[config.mk]
export PLATFORM = sky130hd
export DESIGN_NAME = seq_detect_ctrl_flat
export DESIGN_NICKNAME = d
export VERILOG_FILES = /design/src/rtl/seq_detect_ctrl_if.sv /design/src/rtl/seq_detect_ctrl.sv /design/src/flat_wrapper.sv
export SDC_FILE = /design/constraint.sdc
export NUM_CORES = 1
export LEC_CHECK = 0
export BUFFER_PORTS_ARGS = -buffer_cell sky130_fd_sc_hd__buf_2
export CORE_ASPECT_RATIO = 1.25
export CORE_MARGIN = 5
export CORE_UTILIZATION = 49
export DETAILED_ROUTE_END_ITERATION = 6
export MAX_ROUTING_LAYER = met4
export PLACE_DENSITY = 0.86
export RECOVER_POWER = 100
export SYNTH_ARGS = -nofsm -noshare
export SYNTH_HDL_FRONTEND = slang
export SYNTH_SLANG_ARGS = --single-unit
[constraint.sdc]
create_clock -name clk -period 1.9 [get_ports clk]
set_clock_uncertainty 0.1 [all_clocks]
set_input_delay 0.285 -clock clk [delete_from_list [all_inputs] [get_ports clk]]
set_output_delay 0.285 -clock clk [all_outputs]
set_load 0.01 [all_outputs]
[src/rtl/seq_detect_ctrl_if.sv]
// Host-side bundle for the serial pattern detector run controller:
// configuration, run handshake and match reporting.
interface seq_detect_ctrl_if #(
    parameter int WORD_W = 8,
    parameter int CNT_W  = 8
);
    localparam int IDX_W = $clog2(WORD_W);

    logic              cfg_we;
    logic [3:0]        cfg_pattern;
    logic              cfg_overlap;
    logic              start;
    logic [WORD_W-1:0] din;
    logic              busy;
    logic              done;
    logic              match_pulse;
    logic [IDX_W-1:0]  match_idx;
    logic [CNT_W-1:0]  match_cnt;

    modport master (
        output cfg_we, cfg_pattern, cfg_overlap, start, din,
        input  busy, done, match_pulse, match_idx, match_cnt
    );

    modport slave (
        input  cfg_we, cfg_pattern, cfg_overlap, start, din,
        output busy, done, match_pulse, match_idx, match_cnt
    );
endinterface

[src/rtl/seq_detect_ctrl.sv]
// Run controller: shifts a word MSB-first through a programmable 4-bit
// Mealy detector and reports match indices and a saturating count.
module seq_detect_ctrl #(
    parameter int WORD_W = 8,
    parameter int CNT_W  = 8
) (
    input logic clk,
    input logic rst_n,
    seq_detect_ctrl_if.slave bus
);
    localparam int IDX_W = $clog2(WORD_W);

    typedef enum logic {IDLE, SHIFT} state_t;

    state_t            state;
    state_t            state_nxt;
    logic [3:0]        pattern_q;
    logic              overlap_q;
    logic [WORD_W-1:0] shreg;
    logic [IDX_W-1:0]  bit_idx;
    logic [2:0]        hist;
    logic [1:0]        hist_cnt;
    logic [CNT_W-1:0]  match_cnt;
    logic [IDX_W-1:0]  match_idx;
    logic              match_pulse;
    logic              done;
    logic              bit_in;
    logic              hit;
    logic              last_bit;
    logic              accept;
    logic [1:0]        hist_cnt_inc;

    assign bit_in       = shreg[WORD_W-1];
    assign hit          = (hist_cnt == 2'd3) && ({hist, bit_in} == pattern_q);
    assign last_bit     = (bit_idx == IDX_W'(WORD_W - 1));
    assign accept       = (state == IDLE) && bus.start;
    assign hist_cnt_inc = (hist_cnt == 2'd3) ? 2'd3 : hist_cnt + 2'd1;

    always_ff @(posedge clk or negedge rst_n) begin
        if (!rst_n) begin
            state <= IDLE;
        end else begin
            state <= state_nxt;
        end
    end

    always_comb begin
        state_nxt = state;
        unique case (state)
            IDLE:    if (bus.start) state_nxt = SHIFT;
            SHIFT:   if (last_bit) state_nxt = IDLE;
            default: state_nxt = IDLE;
        endcase
    end

    always_comb begin
        bus.busy        = (state == SHIFT);
        bus.done        = done;
        bus.match_pulse = match_pulse;
        bus.match_idx   = match_idx;
        bus.match_cnt   = match_cnt;
    end

    // A write coinciding with start lands before the first bit is consumed.
    always_ff @(posedge clk or negedge rst_n) begin
        if (!rst_n) begin
            pattern_q <= 4'b1001;
            overlap_q <= 1'b0;
        end else if (state == IDLE && bus.cfg_we) begin
            pattern_q <= bus.cfg_pattern;
            overlap_q <= bus.cfg_overlap;
        end
    end

    always_ff @(posedge clk or negedge rst_n) begin
        if (!rst_n) begin
            shreg       <= '0;
            bit_idx     <= '0;
            hist        <= '0;
            hist_cnt    <= '0;
            match_cnt   <= '0;
            match_idx   <= '0;
            match_pulse <= 1'b0;
            done        <= 1'b0;
        end else begin
            match_pulse <= 1'b0;
            done        <= 1'b0;
            if (accept) begin
                shreg     <= bus.din;
                bit_idx   <= '0;
                hist      <= '0;
                hist_cnt  <= '0;
                match_cnt <= '0;
                match_idx <= '0;
            end else if (state == SHIFT) begin
                shreg <= {shreg[WORD_W-2:0], 1'b0};
                hist  <= {hist[1:0], bit_in};
                if (hit) begin
                    match_pulse <= 1'b1;
                    match_idx   <= bit_idx;
                    if (!(&match_cnt)) match_cnt <= match_cnt + 1'b1;
                    hist_cnt <= overlap_q ? hist_cnt_inc : 2'd0;
                end else begin
                    hist_cnt <= hist_cnt_inc;
                end
                if (last_bit) begin
                    done <= 1'b1;
                end else begin
                    bit_idx <= bit_idx + 1'b1;
                end
            end
        end
    end
endmodule

[src/flat_wrapper.sv]
// flat-port wrapper written by rule: the top's interface ports become plain ports
module seq_detect_ctrl_flat 
#(
    parameter int WORD_W = 8,
    parameter int CNT_W  = 8
)
  (clk, rst_n, bus_cfg_we, bus_cfg_pattern, bus_cfg_overlap, bus_start, bus_din, bus_busy, bus_done, bus_match_pulse, bus_match_idx, bus_match_cnt);
  seq_detect_ctrl_if #(.WORD_W(WORD_W), .CNT_W(CNT_W)) bus_i ();
  input logic clk;
  input logic rst_n;
  input wire logic [$bits(bus_i.cfg_we)-1:0] bus_cfg_we;
  input wire logic [$bits(bus_i.cfg_pattern)-1:0] bus_cfg_pattern;
  input wire logic [$bits(bus_i.cfg_overlap)-1:0] bus_cfg_overlap;
  input wire logic [$bits(bus_i.start)-1:0] bus_start;
  input wire logic [$bits(bus_i.din)-1:0] bus_din;
  output wire logic [$bits(bus_i.busy)-1:0] bus_busy;
  output wire logic [$bits(bus_i.done)-1:0] bus_done;
  output wire logic [$bits(bus_i.match_pulse)-1:0] bus_match_pulse;
  output wire logic [$bits(bus_i.match_idx)-1:0] bus_match_idx;
  output wire logic [$bits(bus_i.match_cnt)-1:0] bus_match_cnt;
  assign bus_i.cfg_we = bus_cfg_we;
  assign bus_i.cfg_pattern = bus_cfg_pattern;
  assign bus_i.cfg_overlap = bus_cfg_overlap;
  assign bus_i.start = bus_start;
  assign bus_i.din = bus_din;
  assign bus_busy = bus_i.busy;
  assign bus_done = bus_i.done;
  assign bus_match_pulse = bus_i.match_pulse;
  assign bus_match_idx = bus_i.match_idx;
  assign bus_match_cnt = bus_i.match_cnt;
  seq_detect_ctrl #(.WORD_W(WORD_W), .CNT_W(CNT_W)) u_core (.clk(clk), .rst_n(rst_n), .bus(bus_i));
endmodule
---- Yosys cells after proc, flatten, opt, wreduce, memory -nomap -nowiden ----
Index checks and enable logic that the tools add are counted.
word-level totals
  output and inout bits ................... 14
  bits of input ports ..................... 17
  register bits after elaboration ......... 35
  word-level logic and storage cells ...... 57
operators by class
  reduce and logical (&&, ||, !) cells .... 9
  bitwise operators ....................... 1
  equality and inequality tests ........... 5
  add/subtract/negate cells ............... 3
  mux-type cells .......................... 28
operator list
  operator                                                          count
  8-bit 2-to-1 mux                                                  6
  3-bit 2-to-1 mux                                                  8
  2-bit 2-to-1 mux                                                  5
  8-bit by 1-bit adder with 8-bit output (second input constant)    1
  1-bit 2-to-1 mux                                                  8
  8-bit AND reduction                                               1
  4-bit equality test                                               1
  2-bit AND reduction                                               2
  2-bit nonzero test                                                2
  3-bit by 1-bit adder with 3-bit output (second input constant)    1
  3-bit equality test (second input constant)                       1
  1-bit logical AND                                                 3
  3-bit AND reduction                                               1
  2-bit by 1-bit adder with 2-bit output (second input constant)    1
  2-bit equality test (second input constant)                       1
  2-bit by 1-bit != test with 1-bit output (second input constant)  1
  2-bit != test (second input constant)                             1
  1-bit one-hot mux with 2 select lines                             1
  1-bit NOT                                                         1

---- Logic depth before layout (Yosys ltp) ----
Gate-level depths: netlist (run 1).
  depth after elaboration ................. 6
  mapped depth ............................ 5
  gate-level depth less buffers ........... 5

---- Least setup slack after synthesis (run 1) ----
No wires, ideal clock.
  path kind ............................... flip-flop to flip-flop
  start point ............................. register u_core.pattern_q[1]
  end point ............................... register u_core.match_cnt[6], in the netlist u_core.bus.match_cnt[6]
  required time ........................... 1.722 ns
  library setup time ...................... 0.078 ns
  setup slack ............................. -0.101 ns
  stages on the path, launching flop included .. 6
  path buffers ............................ 1
  arrival time ............................ 1.823 ns
  clock period less this slack ............ 2.001 ns
  cell sequence ........................... dfrtp_1 > xor2_1 > or4_4 > buf_6 > or4_1 > a21oi_1
between the ends
  cells in the longest elaborated chain, start to end .. 4
ends and longest elaborated chain
  element                        RTL line                RTL
  from (decl)                    seq_detect_ctrl.sv:17   logic [3:0] pattern_q;
  from (signal assigned)         seq_detect_ctrl.sv:70   pattern_q <= bus.cfg_pattern;
  4-bit equality test            seq_detect_ctrl.sv:34   assign hit = (hist_cnt == 2'd3) && ({hist, bit_in} == pattern_q);
  1-bit logical AND              seq_detect_ctrl.sv:34
  2-bit nonzero test (no line)   --
  3-bit AND reduction (no line)  --
  to (signal assigned)           seq_detect_ctrl.sv:101  if (!(&match_cnt)) match_cnt <= match_cnt + 1'b1;
  to (decl)                      seq_detect_ctrl.sv:23   logic [CNT_W-1:0] match_cnt;
No other way between the ends.
A chain may end at the register's enable or synchronous reset.

---- Final worst setup path (run 1) ----
  start point ............................. register u_core.match_cnt[0], in the netlist u_core.bus.match_cnt[0]
  end point ............................... register u_core.match_cnt[4], in the netlist u_core.bus.match_cnt[4]
between the ends
  cells in the longest elaborated chain, start to end .. 5
  elaborated cells between the ends (all ways) .. 8
  those cells by class .................... add/sub: 1; eq/ne: 1; mux: 4; reduce/logical: 2
ends and longest elaborated chain
  element                                 RTL line                RTL
  8-bit by 1-bit adder with 8-bit output  seq_detect_ctrl.sv:101
  8-bit 2-to-1 mux                        seq_detect_ctrl.sv:101
  8-bit 2-to-1 mux                        seq_detect_ctrl.sv:98   if (hit) begin
  8-bit 2-to-1 mux                        seq_detect_ctrl.sv:95   end else if (state == SHIFT) begin
  8-bit 2-to-1 mux                        seq_detect_ctrl.sv:88   if (accept) begin
Parallel ways exist; a longest one is shown, timed or not. The select of a mux whose other input is x is not followed.

==> results of run 1 <==
## cell families (layout without fill, tap and decap cells)
family	count (synthesis)	count (layout)
flip-flops	35	35
buffers and inverters	11	62
adder cells (fa/ha/maj)	3	3
AO/OA/AOI/OAI	35	35
XOR/XNOR	5	5
AND/OR/NAND/NOR	53	53
multiplexers	17	17
## flip-flops by register name, indices dropped and copies added (netlist names)
| register | cells |
|---|---|
| u_core.shreg | 8 |
| u_core.pattern_q | 4 |
| u_core.hist | 3 |
| u_core.bus.match_cnt | 8 |
| u_core.bus.busy | 1 |
| u_core.bus.match_pulse | 1 |
| u_core.hist_cnt | 2 |
| u_core.bus.match_idx | 3 |
| u_core.bus.done | 1 |
| u_core.overlap_q | 1 |
| u_core.bit_idx | 3 |
## what timing repair did
item,in CTS,in global routing
pin swaps,3,4
buffers inserted,3,2
endpoints found under the setup margin,3,10
endpoints found under the hold margin,33,0
hold buffers,1,0
cloned,0,0
gates resized for setup,3,14
## per-stage QoR
step | total power [W] | utilization [%]
final | 0.003208 | 65.91
after global routing | 0.003438 | 65.91
after CTS | 0.003102 | 63.76
after detailed placement | 0.002400 | 59.56
after global placement | 0.002342 | 59.56
after floorplan | 0.001960 | -
## Yosys cell counts, drive strengths merged
cell type  number
a211o           1
a211oi          3
a21oi           6
a31o            1
a31oi           1
and2            1
and3            2
and4            1
buf             3
clkbuf          3
dfrtp          33
dfstp           2
ha              3
inv             5
mux2            5
mux2i          12
nand2          21
nand2b          3
nand3           6
nand4           2
nor2            5
nor2b           2
nor3            2
nor4            2
o21a            1
o21ai          18
o22ai           1
o31ai           2
o41a            1
or2b            1
or3             2
or4             3
xnor2           1
xor2            4
## layout make-up
class	count	area, um2
Inverter	5	18.77
Tap cell	37	46.29
Timing Repair Buffer	50	296.5
Sequential cell	35	878.3
Clock buffer	6	72.57
Multi-Input combinational cell	113	800.8
Clock inverter	1	30.03
Fill cell	270	1109
## worst paths after layout
path,startpoint,end,slack (ns),cells past startpoint
setup / recovery,u_core.bus.match_cnt[0],u_core.bus.match_cnt[4],-0.003,5
hold / removal,bus_cfg_pattern[3],u_core.pattern_q[3],0.13,2
setup reg to reg,u_core.bus.match_cnt[0],u_core.bus.match_cnt[4],-0.003,5
hold reg to reg,u_core.shreg[0],u_core.shreg[1],0.38,2
max in group asynchronous,rst_n,u_core.bus.match_cnt[7],0.63,2
min in group asynchronous,rst_n,u_core.bus.match_idx[0],0.53,2
## placed cells by master, fill, tap and decap left out, drive strengths merged, types with 2 or more instances in the layout
cell type / Yosys / routed
clkbuf: 3 / 17
xor2: 4 / 4
ha: 3 / 3
mux2: 5 / 5
mux2i: 12 / 12
a211oi: 3 / 3
a21oi: 6 / 6
nor2: 5 / 5
inv: 5 / 5
nand3: 6 / 6
and3: 2 / 2
nor4: 2 / 2
dfstp: 2 / 2
o21ai: 18 / 18
or4: 3 / 3
dfrtp: 33 / 33
nand2: 21 / 21
nand2b: 3 / 3
nor3: 2 / 2
o31ai: 2 / 2
nor2b: 2 / 2
buf: 3 / 38
or3: 2 / 2
nand4: 2 / 2
## per-layer routing
layer  wire, um  vias up  global-route usage, %
li1           -      664                      -
met1       1543      687                  21.75
met2       1946       43                  29.49
met3        233        8                  5.489
met4         71        0                  6.368
met5          0        -                      -
## power by group through the flow
stage | sequential, W | clock, W | combinational (W)
after floorplan | 0.00123 | 0 | 0.000727
after global placement | 0.00120 | 0 | 0.00114
after global routing | 0.00124 | 0.000687 | 0.00151
final | 0.00121 | 0.000640 | 0.00136
after CTS | 0.00120 | 0.000655 | 0.00125
after detailed placement | 0.00121 | 0 | 0.00119
==> qor.csv, run 1 <==
stage;metric;value;unit
routing;DR vias/cell;5.676;
logic_synthesis;Synth Area in Compound Gates;12.43;%
timing;Worst-Margin Slew;0.8552;ns
timing;Slew Viols, Final;0;
die;Die X;62.07;um
global_routing;first-pass GRT wire length;6127;um
die;initial core utilization;51.06;%
clock_network;TritonCTS clock tree;done;
final_layout;area grow syn2layout;29.09;%
placement;dpl cell area;1937;um2
clock_network;cts bufs inserted;5;
placement;pre-CTS WS;-0.05087;ns
timing;Max-Slew Margin vs Limit;42.99;%
logic_synthesis;main area contributors after synthesis;dfrtp_1, mux2i_1, o21ai_0;
logic_synthesis;Synth top area share;49.74;%
worst_setup_path;Required @ worst endpoint;2.01;ns
global_routing;initial antenna violation count;0;
worst_setup_path;CP startpoint kind;register;
timing;hold violation total from the final report;0;
power;switching share of power;37.68;%
worst_setup_path;WP buf/inv;0;
placement;PortBufs;30;
worst_setup_path;cell family with most CP delay;simple AND/OR/NAND/NOR gates;
clock_network;Clock Sink Count;35;
logic_synthesis;largest family of logic cells by synthesized area;simple AND/OR/NAND/NOR gates;
logic_synthesis;Yosys reg bits;35;
power;Sequential Power Share;37.6;%
global_routing;largest net degree at the start of global routing;36;
timing;Final min period;1.903;ns
power;Peak supply drop;890.9;uV
flow_run;Max Cap Violations;0;
routing;post-DR wirelength/cell;15.36;um
global_routing;grt ovf;0;
clock_network;H-tree levels;2;
power;combinational share of power;42.4;%
worst_setup_path;CP Cell Sequence;ha_2 -> and4_4 -> a211o_1 -> or4_4 -> a21oi_2;
timing;RSZ-0062 raised after global routing;true;
timing;hold slack;0.1296;ns
worst_setup_path;CP Capture Type;register;
routing;DR vias;1402;
clock_network;worst-skew pair later-pin latency;0.29;ns
routing;Final ANT Viol Nets;0;
logic_synthesis;Synth Area in Simple Gates;16.20;%
routing;drt initial violations;93;
logic_synthesis;syn_nets;179;
power;clock power share;20.0;%
timing;Fmax achieved;525.5;MHz
logic_synthesis;Synth Area in XOR/XNOR;2.638;%
final_layout;fin nets;230;
die;Die Y-Extent;75.08;um
final_layout;Ant. Diodes;0;
routing;DRC;0;
timing;Final WS setup;-0.002999;ns
logic_synthesis;Post-Syn Instances;159;
logic_synthesis;area share of fa/ha/maj cells after synthesis;2.261;%
worst_setup_path;crit path max fanout;5;
logic_synthesis;mapped cell area;1660;um2
run_status;failing checks;setup timing;
die;die area;4660;um2
routing;drt total wl;3794;um
logic_synthesis;sequential fraction of the synthesis area;52.90;%
worst_setup_path;slowest stage delay, CP;0.50;ns
global_routing;gr usage total;18.42;%
global_routing;vias in the first global route;1365;
final_layout;design area;2143;um2
die;Core Box Area;3252;um2
worst_setup_path;slowest cell on the critical path;or4_4;
logic_synthesis;Mean Syn Cell Area;10.44;um2
power;P_sw;0.001209;W
logic_synthesis;Yosys cell types;37;
power;Pwr Density;1497;nW/um2
final_layout;non-filler instance count after layout;247;
logic_synthesis;mux contribution to synthesized area;10.63;%
clock_network;CTS Root Cell;clkbuf_8;
power;Power Internal;0.001999;W
clock_network;clock buffer depth;2;
placement;GP Congestion;0.8662;
min_path;Hold WC Path Type;primary input to register;
power;Leak Pwr;1.018;nW
clock_network;Worst-path clk slew;0.07;ns
worst_setup_path;Worst EP arrival;2.02;ns
placement;post-DP HPWL;2516;um
timing;Setup Viol. Count Final;1;
logic_synthesis;Yosys top cell by area;dfrtp_1;
timing;Final period util;100.2;%
routing;drt pass-1 iters;4;
worst_setup_path;Worst Setup Path Type;register to register;
placement;Post-Place Cells;234;
final_layout;share of post-route cells with drive strength above 1;32.38;%
die;# IOs;31;
timing;Setup TNS Final;-0.002999;ns
run_status;status;finished, violations left;
logic_synthesis;yosys warns;0;
die;Core Rows;23;
Power figures use the tool's default switching activity.
==> run 2: changes to the inputs <==
CELL_PAD_IN_SITES_DETAIL_PLACEMENT = 2   (was default)
CELL_PAD_IN_SITES_GLOBAL_PLACEMENT = 2   (was default)
CORE_UTILIZATION = 31   (was 49)
PLACE_DENSITY = 0.85   (was 0.86)
clock period = 1.75 ns   (was 1.9 ns; I/O delays follow)
==> qor.csv, run 2 (same netlist as run 1, synthesis figures left out) <==
stage;metric;value;unit;change
routing;DR vias/cell;5.101;;was 5.676
clock_network;Clock Sink Count;35;;unchanged
clock_network;clock buffer depth;2;;unchanged
global_routing;first-pass GRT wire length;8866;um;was 6127 um
worst_setup_path;Worst Setup Path Type;register to register;;unchanged
power;switching share of power;38.17;%;was 37.68%
timing;Final period util;115.8;%;was 100.2%
clock_network;H-tree levels;2;;unchanged
clock_network;worst-skew pair later-pin latency;0.30;ns;was 0.29 ns
power;Pwr Density;1663;nW/um2;was 1497 nW/um2
global_routing;vias in the first global route;1760;;was 1,365
timing;hold violation total from the final report;0;;unchanged
power;Sequential Power Share;34.7;%;was 37.6%
min_path;Hold WC Path Type;primary input to register;;unchanged
worst_setup_path;CP Capture Type;register;;unchanged
global_routing;largest net degree at the start of global routing;30;;was 36
timing;Setup Viol. Count Final;9;;was 1
power;Peak supply drop;810.3;uV;was 890.9 uV
timing;Fmax achieved;493.4;MHz;was 525.5 MHz
routing;DRC;0;;unchanged
global_routing;initial antenna violation count;0;;unchanged
run_status;status;finished, violations left;;unchanged
power;P_sw;0.001438;W;was 0.001209 W
clock_network;TritonCTS clock tree;done;;unchanged
timing;Slew Viols, Final;0;;unchanged
final_layout;Ant. Diodes;0;;unchanged
final_layout;fin nets;245;;was 230
timing;Max-Slew Margin vs Limit;64.62;%;was 42.99%
die;Die X;75.46;um;was 62.07 um
power;combinational share of power;44.8;%;was 42.4%
worst_setup_path;r2r setup slk;-0.28;ns;was -0.003 ns
worst_setup_path;Worst EP arrival;2.15;ns;was 2.02 ns
routing;Final ANT Viol Nets;0;;unchanged
routing;drt pass-1 iters;3;;was 4
power;Leak Pwr;1.063;nW;was 1.018 nW
clock_network;CTS Root Cell;clkbuf_8;;unchanged
routing;drt initial violations;32;;was 93
die;Core Rows;29;;was 23
worst_setup_path;FF-to-FF End;u_core.bus.match_cnt[4];;unchanged
placement;post-DP HPWL;3818;um;was 2516 um
timing;Setup TNS Final;-1.736;ns;was -0.002999 ns
die;# IOs;31;;unchanged
placement;PortBufs;30;;unchanged
flow_run;Max Cap Violations;0;;unchanged
timing;Final WS setup;-0.2766;ns;was -0.002999 ns
run_status;failing checks;setup timing;;unchanged
final_layout;leading cell type in the layout, fill and taps excluded;dfrtp_1;;unchanged
final_layout;area grow syn2layout;36.47;%;was 29.09%
placement;Post-Place Cells;275;;was 234
die;Core Box Area;5152;um2;was 3252 um2
worst_setup_path;Critical R2R Launch;u_core.hist[0];;was u_core.bus.match_cnt[0]
worst_setup_path;Worst setup endpoint;u_core.bus.match_cnt[4];;unchanged
clock_network;Worst-path clk slew;0.07;ns;about the same
final_layout;highest-count cells in the layout ignoring fill and taps;dfrtp_1, buf_4, nand2_1, buf_2;;was dfrtp_1, nand2_1, buf_2
global_routing;gr usage total;17.40;%;was 18.42%
timing;hold slack;0.09927;ns;was 0.1296 ns
timing;Final min period;2.027;ns;was 1.903 ns
final_layout;largest registers;u_core.bus.match_cnt (8), u_core.shreg (8), u_core.pattern_q (4);;unchanged
worst_setup_path;Critical Path Source;u_core.hist[0];;was u_core.bus.match_cnt[0]
clock_network;cts bufs inserted;5;;unchanged
routing;drt total wl;5235;um;was 3794 um
final_layout;Final Util;43.98;%;was 65.91%
timing;Worst-Margin Slew;0.5307;ns;was 0.8552 ns
worst_setup_path;Reg2Reg Depth;4;;was 5
timing;RSZ-0062 raised after global routing;true;;unchanged
power;clock power share;20.5;%;was 20.0%
worst_setup_path;CP startpoint kind;register;;unchanged
worst_setup_path;crit path max fanout;7;;was 5
die;initial core utilization;32.22;%;was 51.06%
final_layout;share of post-route cells with drive strength above 1;34.51;%;was 32.38%
power;Power Internal;0.002329;W;was 0.001999 W
die;die area;6929;um2;was 4660 um2
placement;GP Congestion;0.8220;;was 0.8662
worst_setup_path;Required @ worst endpoint;1.88;ns;was 2.01 ns
final_layout;non-filler instance count after layout;288;;was 247
routing;post-DR wirelength/cell;18.18;um;was 15.36 um
global_routing;grt ovf;0;;unchanged
routing;DR vias;1469;;was 1,402
die;Die Y-Extent;91.83;um;was 75.08 um
placement;pre-CTS WS;-0.2604;ns;was -0.05087 ns
==> run 2: final cells by class <==
class                           count  area, um2
Clock inverter                      2      35.03
Timing Repair Buffer               65      376.6
Multi-Input combinational cell    113      797.0
Fill cell                         596       2887
Clock buffer                        6      82.58
Sequential cell                    35      878.3
Tap cell                           62      77.57
Inverter                            5      18.77
==> run 2: repair_timing <==
| item | 4_1_cts | 5_1_grt |
|---|---|---|
| cloned | 0 | 0 |
| endpoints found under the setup margin | 14 | 14 |
| setup buffers | 3 | 1 |
| resized for setup | 6 | 8 |
| endpoints found under the hold margin | 18 | 0 |
| pin swaps | 2 | 1 |
| hold buffers | 1 | 0 |
==> run 2: how the worst min path moves through the flow <==
stage / slack, ns / to / depth (start not counted) / from
final: 0.1 / u_core.pattern_q[0] / 2 / bus_cfg_pattern[0]
after CTS: 0.08 / u_core.overlap_q / 2 / bus_cfg_overlap
after global placement: 0.14 / u_core.bus.done / 1 / rst_n
after detailed placement: 0.15 / u_core.bus.match_idx[1] / 1 / rst_n
after global routing: 0.09 / u_core.overlap_q / 2 / bus_cfg_overlap
after floorplan: -0.13 / u_core.bit_idx[0] / 0 / rst_n
==> run 2: metrics by stage <==
stage | instance area (um2) | power [W]
floorplan | 1665 | 0.002128
global placement | 2088 | 0.002759
detailed placement | 2088 | 0.002900
CTS | 2268 | 0.003808
global route | 2266 | 0.004059
finish | 2266 | 0.003767
==> run 2: routing by layer <==
| layer | GRT usage [%] | share of wire (%) |
|---|---|---|
| met2 | 30.48 | 56 |
| met4 | 4.810 | 1.3 |
| met5 | - | 0 |
| met1 | 19.29 | 39 |
| met3 | 3.939 | 3.6 |
==> run 2: worst max-delay path, stage by stage, from the launching register on <==
cell and delay (ns):
dfrtp_1 0.41, xor2_1 0.20, or4_4 0.59, or4_4 0.54, a21oi_2 0.13
==> run 2: power by group through the flow <==
stage                     Clock (W)  Combinational [W]  Sequential (W)
after detailed placement          0            0.00158         0.00132
after global placement            0            0.00147         0.00129
final                      0.000771            0.00169         0.00131
after floorplan                   0           0.000790         0.00134
after CTS                  0.000797            0.00170         0.00132
after global routing       0.000835            0.00187         0.00135
==> run 3: changes to the inputs <==
PLACE_DENSITY = default   (was 0.85)
PLACE_DENSITY_LB_ADDON = 0.25   (was default)
==> qor.csv, run 3 (same netlist as run 1, synthesis figures left out) <==
stage;metric;value;unit;change
worst_setup_path;crit path max fanout;6;;was 7
clock_network;Worst-path clk slew;0.07;ns;about the same
placement;post-DP HPWL;3756;um;was 3818 um
timing;Setup TNS Final;-1.258;ns;was -1.736 ns
routing;drt total wl;5209;um;was 5235 um
clock_network;worst-skew pair later-pin latency;0.30;ns;about the same
global_routing;met3 Use GR;3.720;%;was 3.939%
worst_setup_path;Worst EP arrival;2.12;ns;was 2.15 ns
worst_setup_path;cell family with most CP delay;simple AND/OR/NAND/NOR gates;;unchanged
final_layout;largest registers;u_core.bus.match_cnt (8), u_core.shreg (8), u_core.pattern_q (4);;unchanged
power;Pwr Density;1654;nW/um2;was 1663 nW/um2
worst_setup_path;slowest stage delay, CP;0.57;ns;was 0.59 ns
run_status;failing checks;setup timing;;unchanged
final_layout;highest-count cells in the layout ignoring fill and taps;dfrtp_1, buf_4, buf_2;;was dfrtp_1, buf_4, nand2_1, buf_2
global_routing;initial antenna violation count;0;;unchanged
routing;drt pass-1 iters;4;;was 3
timing;Worst-Margin Slew;0.9211;ns;was 0.5307 ns
die;initial core utilization;32.22;%;unchanged
worst_setup_path;CP Capture Type;register;;unchanged
global_routing;GR Util met2;27.81;%;was 30.48%
min_path;Hold WC Path Type;primary input to register;;unchanged
clock_network;clock buffer depth;2;;unchanged
timing;Max-Slew Margin vs Limit;38.59;%;was 64.62%
routing;DRC;0;;unchanged
timing;Final WS setup;-0.2452;ns;was -0.2766 ns
timing;Fmax achieved;501.2;MHz;was 493.4 MHz
worst_setup_path;Worst Setup Path Type;register to register;;unchanged
power;clock power share;16.6;%;was 20.5%
flow_run;Max Cap Violations;0;;unchanged
routing;Final ANT Viol Nets;0;;unchanged
worst_setup_path;slowest cell on the critical path;or4_4;;unchanged
timing;Setup Viol. Count Final;14;;was 9
worst_setup_path;Required @ worst endpoint;1.87;ns;was 1.88 ns
power;switching share of power;39.82;%;was 38.17%
die;Die X;75.46;um;unchanged
worst_setup_path;CP Cell Sequence;xor2_1 -> or4_4 -> or4_4 -> a21oi_2;;unchanged
power;P_sw;0.001492;W;was 0.001438 W
worst_setup_path;WP buf/inv;0;;unchanged
die;Core Rows;29;;unchanged
clock_network;H-tree levels;2;;unchanged
routing;post-DR wirelength/cell;18.15;um;was 18.18 um
global_routing;grt ovf;0;;unchanged
clock_network;TritonCTS clock tree;done;;unchanged
die;die area;6929;um2;unchanged
final_layout;leading cell type in the layout, fill and taps excluded;dfrtp_1;;unchanged
routing;drt initial violations;68;;was 32
timing;Slew Viols, Final;0;;unchanged
power;Leak Pwr;1.056;nW;was 1.063 nW
timing;hold slack;0.1065;ns;was 0.09927 ns
worst_setup_path;cell mode on critical path;or4_4;;unchanged
placement;PortBufs;30;;unchanged
power;combinational share of power;48.5;%;was 44.8%
placement;GP Congestion;0.8725;;was 0.8220
die;# IOs;31;;unchanged
routing;DR vias/cell;5.111;;was 5.101
routing;DR vias;1467;;was 1,469
timing;Final min period;1.995;ns;was 2.027 ns
global_routing;Top Usage Layer GRT;met2;;unchanged
final_layout;design area;2265;um2;was 2266 um2
power;Sequential Power Share;34.9;%;was 34.7%
power;Peak supply drop;807.8;uV;was 810.3 uV
final_layout;area grow syn2layout;36.40;%;was 36.47%
timing;RSZ-0062 raised after global routing;true;;unchanged
global_routing;gr usage total;16.70;%;was 17.40%
die;Core Box Area;5152;um2;unchanged
timing;Final period util;114.0;%;was 115.8%
final_layout;share of post-route cells with drive strength above 1;38.22;%;was 34.51%
die;Die Y-Extent;91.83;um;unchanged
global_routing;largest net degree at the start of global routing;36;;was 30
final_layout;Fillers;563;;was 596
worst_setup_path;CP startpoint kind;register;;unchanged
global_routing;first-pass GRT wire length;8404;um;was 8866 um
clock_network;CTS Root Cell;clkbuf_8;;unchanged
final_layout;fin nets;244;;was 245
final_layout;Final Util;43.95;%;was 43.98%
clock_network;cts bufs inserted;5;;unchanged
power;Power Internal;0.002255;W;was 0.002329 W
final_layout;Ant. Diodes;0;;unchanged
timing;hold violation total from the final report;0;;unchanged
placement;dpl cell area;2058;um2;was 2088 um2
run_status;status;finished, violations left;;unchanged
global_routing;M1 GR Usage;18.40;%;was 19.29%
clock_network;Clock Sink Count;35;;unchanged
global_routing;vias in the first global route;1710;;was 1,760
## run 3: cell types whose count changed in the layout (fill, tap and decap cells not counted), moves of 2 or more
cell / change
o21ai_2: +2
a21oi_2: +2
buf_4: +4
a21oi_1: -2
clkbuf_1: -3
## run 3: final timing paths
| kind | start | cells after the start | slack, ns | to |
|---|---|---|---|---|
| setup / recovery | u_core.hist[0] | 4 | -0.25 | u_core.bus.match_cnt[4] |
| hold / removal | bus_cfg_pattern[2] | 2 | 0.11 | u_core.pattern_q[2] |
| setup reg to reg | u_core.hist[0] | 4 | -0.25 | u_core.bus.match_cnt[4] |
| hold reg to reg | u_core.shreg[3] | 2 | 0.39 | u_core.shreg[4] |
| max in group asynchronous | rst_n | 3 | 0.36 | u_core.shreg[6] |
| min in group asynchronous | rst_n | 3 | 0.60 | u_core.bus.match_idx[2] |
## run 3: layer usage
| metal | wire, um | vias to the layer above |
|---|---|---|
| li1 | - | 692 |
| met1 | 2039 | 728 |
| met2 | 2806 | 34 |
| met3 | 212 | 13 |
| met4 | 150 | 0 |
| met5 | 0 | - |
## run 3: worst register-to-register path, delay by kind of cell (launching register included)
kind	cells	cell delay [ns]
simple gates	2	1.11
flops	1	0.40
xor+xnor	1	0.19
compound gates	1	0.14
## run 3: stage by stage
stage	cells	total power, W	setup slack (ns)
floorplan	159	0.002128	-0.1697
finish	287	0.003747	-0.2452
global placement	271	0.002712	-0.1640
detailed placement	271	0.002876	-0.2577
CTS	284	0.003656	-0.2413
global route	287	0.004033	-0.2990
## run 3: final cells by class
type | count | area [um2] | area share [%]
inverter | 5 | 18.77 | 0.8287
clock buffer | 7 | 86.33 | 3.812
multi-input combinational | 113 | 820.8 | 36.24
sequential | 35 | 878.3 | 38.78
clock inverter | 1 | 5.005 | 0.2210
tap | 62 | 77.57 | 3.425
timing repair buffer | 64 | 377.9 | 16.69
## run 3: power by group through the flow
stage	registers (W)	logic, W	clock network [W]
3_3_place_gp	0.00129	0.00142	0
3_5_place_dp	0.00132	0.00155	0
6_report	0.00131	0.00182	0.000622
4_1_cts	0.00131	0.00170	0.000643
5_1_grt	0.00134	0.00202	0.000674
2_1_floorplan	0.00134	0.000790	0
## run 3: timing repair
| action | 4_1_cts | 5_1_grt |
|---|---|---|
| pin swaps | 5 | 2 |
| endpoints found under the hold margin | 33 | 0 |
| gates resized for setup | 10 | 12 |
| endpoints found under the setup margin | 11 | 15 |
| setup buffers | 4 | 3 |
| hold buffers | 1 | 0 |
